[config.mk]
export PLATFORM = sky130hd
export DESIGN_NAME = mult_repadd_param
export DESIGN_NICKNAME = d
export VERILOG_FILES = /design/src/rtl/mult_repadd_param.sv
export SDC_FILE = /design/constraint.sdc
export NUM_CORES = 1
export LEC_CHECK = 0
export CELL_PAD_IN_SITES_DETAIL_PLACEMENT = 1
export CELL_PAD_IN_SITES_GLOBAL_PLACEMENT = 1
export CORE_MARGIN = 3
export CORE_UTILIZATION = 39
export DETAILED_ROUTE_END_ITERATION = 7
export GPL_TIMING_DRIVEN = 0
export PLACE_DENSITY = 0.76
export SLEW_MARGIN = 20
export SYNTH_ARGS = -nofsm -noshare
export SYNTH_HDL_FRONTEND = slang
export SYNTH_SLANG_ARGS = --single-unit
[constraint.sdc]
create_clock -name clk -period 3.8 [get_ports clk]
set_clock_uncertainty 0.2 [all_clocks]
set_input_delay 0.38 -clock clk [delete_from_list [all_inputs] [get_ports clk]]
set_output_delay 0.38 -clock clk [all_outputs]
set_load 0.005 [all_outputs]
[src/rtl/mult_repadd_param.sv]
`default_nettype none
// ============================================================================
// Module  : mult_repadd_param
// Brief   : Signed/unsigned multiplier built from repeated addition, one add
//           per clock, with optional operand swap to minimise iterations.
// Revision: 1.0 - initial release
// ============================================================================
module mult_repadd_param #(
    parameter int WIDTH = 16,
    parameter bit SWAP  = 1'b1
) (
    input  logic                 clk,
    input  logic                 rst,
    input  logic                 start,
    input  logic                 sgn,
    input  logic [WIDTH-1:0]     a,
    input  logic [WIDTH-1:0]     b,
    output logic                 busy,
    output logic                 done,
    output logic [2*WIDTH-1:0]   result
);

    localparam logic [WIDTH-1:0]   c_ONE  = WIDTH'(1);
    localparam logic [2*WIDTH-1:0] c_ONE2 = (2*WIDTH)'(1);

    typedef enum logic [0:0] {
        S_IDLE = 1'b0,
        S_RUN  = 1'b1
    } state_t;

    state_t               state_q, state_d;
    logic [WIDTH-1:0]     m_q, m_d;
    logic [WIDTH-1:0]     cnt_q, cnt_d;
    logic [2*WIDTH-1:0]   p_q, p_d;
    logic                 neg_q, neg_d;
    logic [2*WIDTH-1:0]   result_q, result_d;
    logic                 done_q, done_d;

    logic [WIDTH-1:0]     w_abs_a, w_abs_b;
    logic [WIDTH-1:0]     w_cnt_ld, w_m_ld;

    // Negating the most negative value wraps to 2^(WIDTH-1), which is exactly
    // the magnitude we want when read as unsigned.
    assign w_abs_a = (sgn && a[WIDTH-1]) ? (~a + c_ONE) : a;
    assign w_abs_b = (sgn && b[WIDTH-1]) ? (~b + c_ONE) : b;

    generate
        if (SWAP) begin : g_swap
            // Ties fall to the b side for the iteration count.
            assign w_cnt_ld = (w_abs_b <= w_abs_a) ? w_abs_b : w_abs_a;
            assign w_m_ld   = (w_abs_b <= w_abs_a) ? w_abs_a : w_abs_b;
        end else begin : g_noswap
            assign w_cnt_ld = w_abs_b;
            assign w_m_ld   = w_abs_a;
        end
    endgenerate

    always_ff @(posedge clk) begin
        if (rst) begin
            state_q  <= S_IDLE;
            m_q      <= '0;
            cnt_q    <= '0;
            p_q      <= '0;
            neg_q    <= 1'b0;
            result_q <= '0;
            done_q   <= 1'b0;
        end else begin
            state_q  <= state_d;
            m_q      <= m_d;
            cnt_q    <= cnt_d;
            p_q      <= p_d;
            neg_q    <= neg_d;
            result_q <= result_d;
            done_q   <= done_d;
        end
    end

    always_comb begin
        state_d  = state_q;
        m_d      = m_q;
        cnt_d    = cnt_q;
        p_d      = p_q;
        neg_d    = neg_q;
        result_d = result_q;
        done_d   = 1'b0;
        case (state_q)
            S_IDLE: begin
                if (start) begin
                    m_d     = w_m_ld;
                    cnt_d   = w_cnt_ld;
                    p_d     = '0;
                    neg_d   = sgn & (a[WIDTH-1] ^ b[WIDTH-1]);
                    state_d = S_RUN;
                end
            end
            S_RUN: begin
                if (cnt_q != '0) begin
                    p_d   = p_q + {{WIDTH{1'b0}}, m_q};
                    cnt_d = cnt_q - c_ONE;
                end else begin
                    // Two's complement of zero is zero, so no negative zero.
                    result_d = neg_q ? (~p_q + c_ONE2) : p_q;
                    done_d   = 1'b1;
                    state_d  = S_IDLE;
                end
            end
            default: state_d = S_IDLE;
        endcase
    end

    assign busy   = (state_q == S_RUN);
    assign done   = done_q;
    assign result = result_q;

endmodule
`default_nettype wire

==> key figures, run 1 <==
Status
  • Status: completed

Clock network
  • Clock Latency Late Sink: 0.37 ns
  • TritonCTS clock tree: built
  • Num CTS Buffers: 9
  • Clk root buf: clkbuf_16
  • Clk slew on worst S/H paths: ~0.080 ns
  • CTS sink cnt: 99
  • Htree depth: 3
  • Max clock buf depth: 2

Logic synthesis
  • Register area share after synthesis: between 20% and 30%
  • Synth top area share: 28.1%
  • Most frequent cells after synthesis: 99 x dfxtp_1, 92 x nand2_1, 73 x nor2_1, 61 x a21oi_1, 46 x clkbuf_1
  • Post-Syn Area: between 0.007 and 0.008 mm²
  • Dominant synthesized flop cell: dfxtp_1
  • Top post-synthesis cells by area: dfxtp_1 28%, ha_1 6.4%, nand2_1 4.9%, xor2_1 4.7%, a21oi_1 4.3%
  • Synth Warn #: 0
  • Avg Inst Size Synth: 7.84 µm²
  • Unique masters post-synth: 73
  • Number of synthesized flops with an enable pin: 0
  • Post-synth ARST share: 0%
  • #FFs+latches synth: 99
  • Count leader, synth: dfxtp_1
  • Post-Syn Instances: around 900
  • Most area-hungry cell type in the Yosys netlist: dfxtp_1
  • Synth Net Count: just under 1000

Floorplanning
  • Num rows: 48
  • Die ar.: around 0.02 mm²
  • Die Y: 140 µm
  • Die X: about 140 µm
  • I/O pins: 70
  • Initial Utilization: between 40% and 50%
  • Core ar.: about 0.017 mm²

Timing
  • Worst hold slack: approximately 0.18 ns
  • Rel. slew slack: 40.5%
  • Slew Limit Fails: 0
  • Final hold vios: 0
  • Worst-margin pin slew: 0.887 ns
  • Period utilization: between 90% and 100%
  • Final setup fails: 0
  • Final Critical Period: between 3 and 4 ns
  • F_max: between 200 and 300 MHz

Power and ir drop
  • Seq pwr share: 37.0%
  • Clock Power Share: ~31%
  • Sw frac: roughly 37%
  • Int Pwr: about 2.1 mW
  • Comb power frac: 32.5%
  • PD cells: 372 mW/mm²
  • Net Sw Power: between 1 and 1.5 mW
  • Static leakage: 3.25 nW
  • Peak VDD IR: approximately 180 µV

Critical path
  • Worst Path Arrival: roughly 3.8 ns
  • Crit-path max cell delay: 0.54 ns
  • Worst-path maximum fanout: 5
  • Critical-path top delay cell: clkdlybuf4s50_1
  • Crit. End Element: register
  • Critical Path RT: 3.87 ns
  • CP Class: in2reg
  • Critical path startpoint category: primary input
  • Cell Chain, Critical Path: clkdlybuf4s50_1 -> nor4_4 -> nand3_2 -> o31ai_4 -> xor2_2 -> ha_4 -> a21oi_1 -> nand2_1 -> a21oi_2 -> nand4_1 -> clkbuf_8 -> buf_4 -> and3_1 -> o32ai_1

Placed design
  • Port Buffers: between 60 and 70
  • Dpl hpwl: 19800 µm
  • GP Congestion: about 0.91
  • Area of placed instances: ~0.008 mm²

Drt
  • Avg WL per Cell: 21.7 µm
  • Initial DRC count: between 300 and 400
  • DR vias/cell: roughly 6.2
  • DRC Markers: 0
  • WL final: about 27000 µm
  • Pre-Repair DR Iteration Count: 5
  • DR vias: about 7500
  • ANT nets after route: 0

Finish
  • Post-Layout Inst Area: just under 0.009 mm²
  • Area growth syn-to-layout: 25.0%
  • NumNets Final: between 1000 and 1500
  • Multi-input gate area: ~0.005 mm²
  • Total of fill cells in the finished design: approximately 2200
  • Antenna cell count: 0
  • Storage cell area: slightly below 0.002 mm²
  • Layout cells sized above 1: 12.1%

Global routing
  • Total gr overflow: 0
  • First-pass GRT wire length: about 41000 µm
  • Initial antenna violation count: 0
  • Largest net degree at the start of global routing: 19
  • Vias in the first global route: 7595
  • GRT Total Usage: 26.1%

Run
  • MaxCap Viol Count: 0

Hold path
  • Hold Crit Class: in2reg
==> cells in the final DEF (no fill, tap or decap), types with 18 or more instances in the layout <==
cell type	n
dfxtp_1	99
nand2_1	89
nor2_1	73
a21oi_1	60
clkdlybuf4s50_1	53
nand3_1	39
o21ai_0	38
clkbuf_1	37
xor2_1	34
ha_1	33
nand4_1	25
a211oi_1	24
xnor2_1	22
buf_4	22
nor3_1	20
inv_1	20
o31ai_1	18
==> worst paths after layout <==
path	from	to	slack, ns	depth (start not counted)
setup / recovery	a[7]	cnt_q[13]	0.04	14
hold / removal	a[0]	m_q[0]	0.18	3
setup reg to reg	p_q[0]	p_q[30]	0.28	9
hold reg to reg	result[0]	result[0]	0.26	2
==> routing by layer <==
layer,vias to the layer above,track usage (%),wire [µm]
met3,59,2.46,977
met1,3696,31.2,11200
met5,-,0,0
li1,3593,-,-
met4,0,10.8,966
met2,201,47.8,13500
==> logic make-up after synthesis <==
logic type | Yosys count | synth area share [%]
simple gates | 325 | 23.2
compound gates | 279 | 27.6
flops | 99 | 28.1
buf+inv | 83 | 4.72
xor+xnor | 64 | 7.95
fa+ha+maj | 37 | 6.67
mux | 12 | 1.74
==> per-stage QoR <==
stage	worst slack [ns]	total power, mW	utilization (%)	instances	TNS [ns]
CTS	0.000793	3.23	48.7	1217	0
finish	0.0355	3.28	50.4	1227	0
global route	-0.105	3.44	50.4	1227	-0.200
floorplan	0.0917	1.84	-	899	0
global placement	-1.24	2.17	45.8	1191	-33.62
detailed placement	-1.29	2.19	45.8	1191	-35.71
==> state kept, by name, indices dropped and copies added (netlist names) <==
signal / count
done: 1
result: 32
cnt_q: 16
neg_q: 1
m_q: 16
busy: 1
p_q: 32
==> cell type report <==
cell class	instances	share of cell area, %
Buffer	58	3.12
Timing Repair Buffer	89	9.79
Tap cell	225	3.19
Inverter	23	0.979
Multi-Input combinational cell	717	56.8
Clock inverter	6	0.866
Sequential cell	99	22.5
Clock buffer	10	2.71
==> worst max-delay path, delay by kind of cell <==
family          cells  cell delay (ns)
compound gates      4             0.88
xor+xnor            1             0.30
fa+ha+maj           1             0.26
buf+inv             3             0.92
simple gates        5             1.08
==> timing repair <==
item                                    CTS  global route
gates cloned                              1             0
setup buffers                            10            11
pin swaps                                 6            18
hold buffers                              0             0
endpoints found under the setup margin   32            40
gates resized for setup                  35            60
==> power by group through the flow <==
stage                     registers (mW)  clock network [mW]  logic [mW]
final                               1.21                1.00        1.07
after global routing                1.23                1.05        1.17
after CTS                           1.21                1.01        1.01
after detailed placement            1.24                   0       0.957
after global placement              1.23                   0       0.937
after floorplan                     1.21                   0       0.637
Note: power is estimated with default switching activity, not from simulation.
==> inputs of run 2 (changes only) <==
--- a/config.mk
+++ b/config.mk
@@ -11,8 +11,7 @@
 export CORE_UTILIZATION = 39
 export DETAILED_ROUTE_END_ITERATION = 7
 export GPL_TIMING_DRIVEN = 0
-export PLACE_DENSITY = 0.76
-export SLEW_MARGIN = 20
+export PLACE_DENSITY = 0.88
 export SYNTH_ARGS = -nofsm -noshare
 export SYNTH_HDL_FRONTEND = slang
 export SYNTH_SLANG_ARGS = --single-unit
==> key figures, run 2 (synthesis gave the netlist of run 1 again) <==
Status
  • Status: completed

Power and ir drop
  • Static leakage: 3.18 nW
  • Total design power: 3.20 mW
  • Peak VDD IR: 161 µV
  • PD cells: approximately 370 mW/mm²

Floorplanning
  • Num rows: 48
  • Die ar.: 0.0197 mm²
  • Die X: around 140 µm
  • Core ar.: approximately 0.017 mm²
  • Die Y: 140 µm
  • Initial Utilization: between 40% and 50%
  • I/O pins: 70

Timing
  • Final setup fails: 0
  • Setup TNS: 0 ns
  • Final Critical Period: 3.74 ns
  • F_max: approximately 270 MHz
  • Period utilization: around 100%
  • Rel. slew slack: around two fifths
  • Final worst setup slack: between 0.05 and 0.06 ns
  • Worst-margin pin slew: about 0.9 ns
  • Final hold vios: 0
  • Slew Limit Fails: 0

Critical path
  • CP Class: in2reg
  • Setup slack, reg-to-reg: approximately 0.40 ns
  • Worst Path Arrival: about 3.8 ns
  • Reg2Reg Launch Point: m_q[0]
  • Worst-path maximum fanout: 9
  • CP startpoint: sgn
  • Crit. End Element: register
  • CP Capture Point: cnt_q[15]
  • RR Endpoint: p_q[26]
  • Reg2reg path depth: 9
  • Critical path startpoint category: primary input
  • Critical Path RT: 3.86 ns

Finish
  • Area growth syn-to-layout: 23.2%
  • Post-route insts no fill: between 1000 and 1500
  • Layout cells sized above 1: ~11%
  • NumNets Final: approximately 1100
  • Most common cell after layout, fill and taps aside: dfxtp_1
  • Commonest non-fill, non-tap cells in the layout: 99 x dfxtp_1, 91 x nand2_1, 73 x nor2_1, 60 x a21oi_1, 55 x clkdlybuf4s50_1
  • Antenna cell count: 0

Clock network
  • CTS Hold Bufs: 0
  • Num CTS Buffers: 9
  • Clk slew on worst S/H paths: 0.07 ns
  • Max clock buf depth: 2
  • CTS sink cnt: 99
  • TritonCTS clock tree: built
  • Clk root buf: clkbuf_16
  • Clock Latency Late Sink: 0.37 ns
  • Htree depth: 3

Global routing
  • Layer with the highest usage: met2
  • Initial antenna violation count: 0
  • Vias in the first global route: about 7900
  • GRT met3 Usage: roughly 3.6%
  • GRT Total Usage: about a quarter
  • Met1 Use GR: a little under 30%
  • First-pass GRT wire length: between 40000 and 50000 µm
  • Total gr overflow: 0
  • Met2 Use GR: between 40 and 50%
  • Largest net degree at the start of global routing: 17

Hold path
  • Hold Crit Class: in2reg

Drt
  • ANT nets after route: 0
  • Avg WL per Cell: approximately 22 µm
  • DR vias/cell: 6.29
  • Pre-Repair DR Iteration Count: 5
  • DRC Markers: 0
  • DR vias: just under 8000
  • Initial DRC count: around 500
  • WL final: between 20000 and 30000 µm

Placed design
  • Port Buffers: 67
  • Setup WS pre-CTS: -1.26 ns
  • Placed cell count: 1191
  • Dpl hpwl: between 15000 and 20000 µm
  • GP Congestion: 0.948

Run
  • MaxCap Viol Count: 0
## run 2: cell count changes in the layout (fill, tap and decap cells not counted), moves of 3 or more
cell and change:
dlymetal6s2s_1 -5, dlygate4sd2_1 +3, inv_6 -3, xor2_1 +3, xor2_2 -3
## run 2: worst max-delay path: stages
cell,delay (ns)
clkdlybuf4s50_1,0.67
nand2_1,0.32
a21oi_1,0.32
xnor2_2,0.18
inv_1,0.09
ha_1,0.33
nand4_1,0.19
a2111o_1,0.48
and4_4,0.24
or4_1,0.49
o311ai_0,0.10
## run 2: how the worst min path moves through the flow
stage                    start    endpoint  slack [ns]  cells past startpoint
finish                    a[0]      m_q[0]        0.20                      3
detailed placement  result[26]  result[26]        0.25                      2
floorplan            result[0]   result[0]        0.25                      2
CTS                 result[18]  result[18]        0.26                      2
global placement     result[0]   result[0]        0.25                      2
global route              a[0]      m_q[0]        0.22                      3
## run 2: area by class of cell
class	count	area (µm²)
Tap cell	225	282
Multi-Input combinational cell	717	4940
Inverter	23	86.3
Clock inverter	6	63.8
Buffer	58	272
Clock buffer	10	229
Sequential cell	99	1980
Fill cell	2150	8790
Timing Repair Buffer	87	832
## run 2: per-stage QoR
step	hold WS [ns]	instance area (µm²)	util (%)
2_1_floorplan	0.248	7050	-
3_3_place_gp	0.245	8000	45.8
3_5_place_dp	0.250	8000	45.8
4_1_cts	0.259	8440	48.3
5_1_grt	0.219	8690	49.7
6_report	0.195	8690	49.7
## run 2: where the power goes
group	leakage [nW]	internal, mW	switching, mW	total (mW)
sequential	0.805	1.12	0.0997	1.22
clock	0.139	0.511	0.430	0.942
combinational	2.24	0.400	0.644	1.04
## run 2: what timing repair did
| item | in CTS | in global routing |
|---|---|---|
| buffers inserted | 7 | 12 |
| gates resized for setup | 33 | 52 |
| cloned | 0 | 1 |
| pin swaps | 10 | 13 |
| endpoints found under the setup margin | 32 | 35 |
## run 2: routing by layer
layer	wire length, µm	up-vias
li1	-	3582
met4	1240	0
met1	10300	3718
met3	1620	83
met2	13300	325
met5	0	-
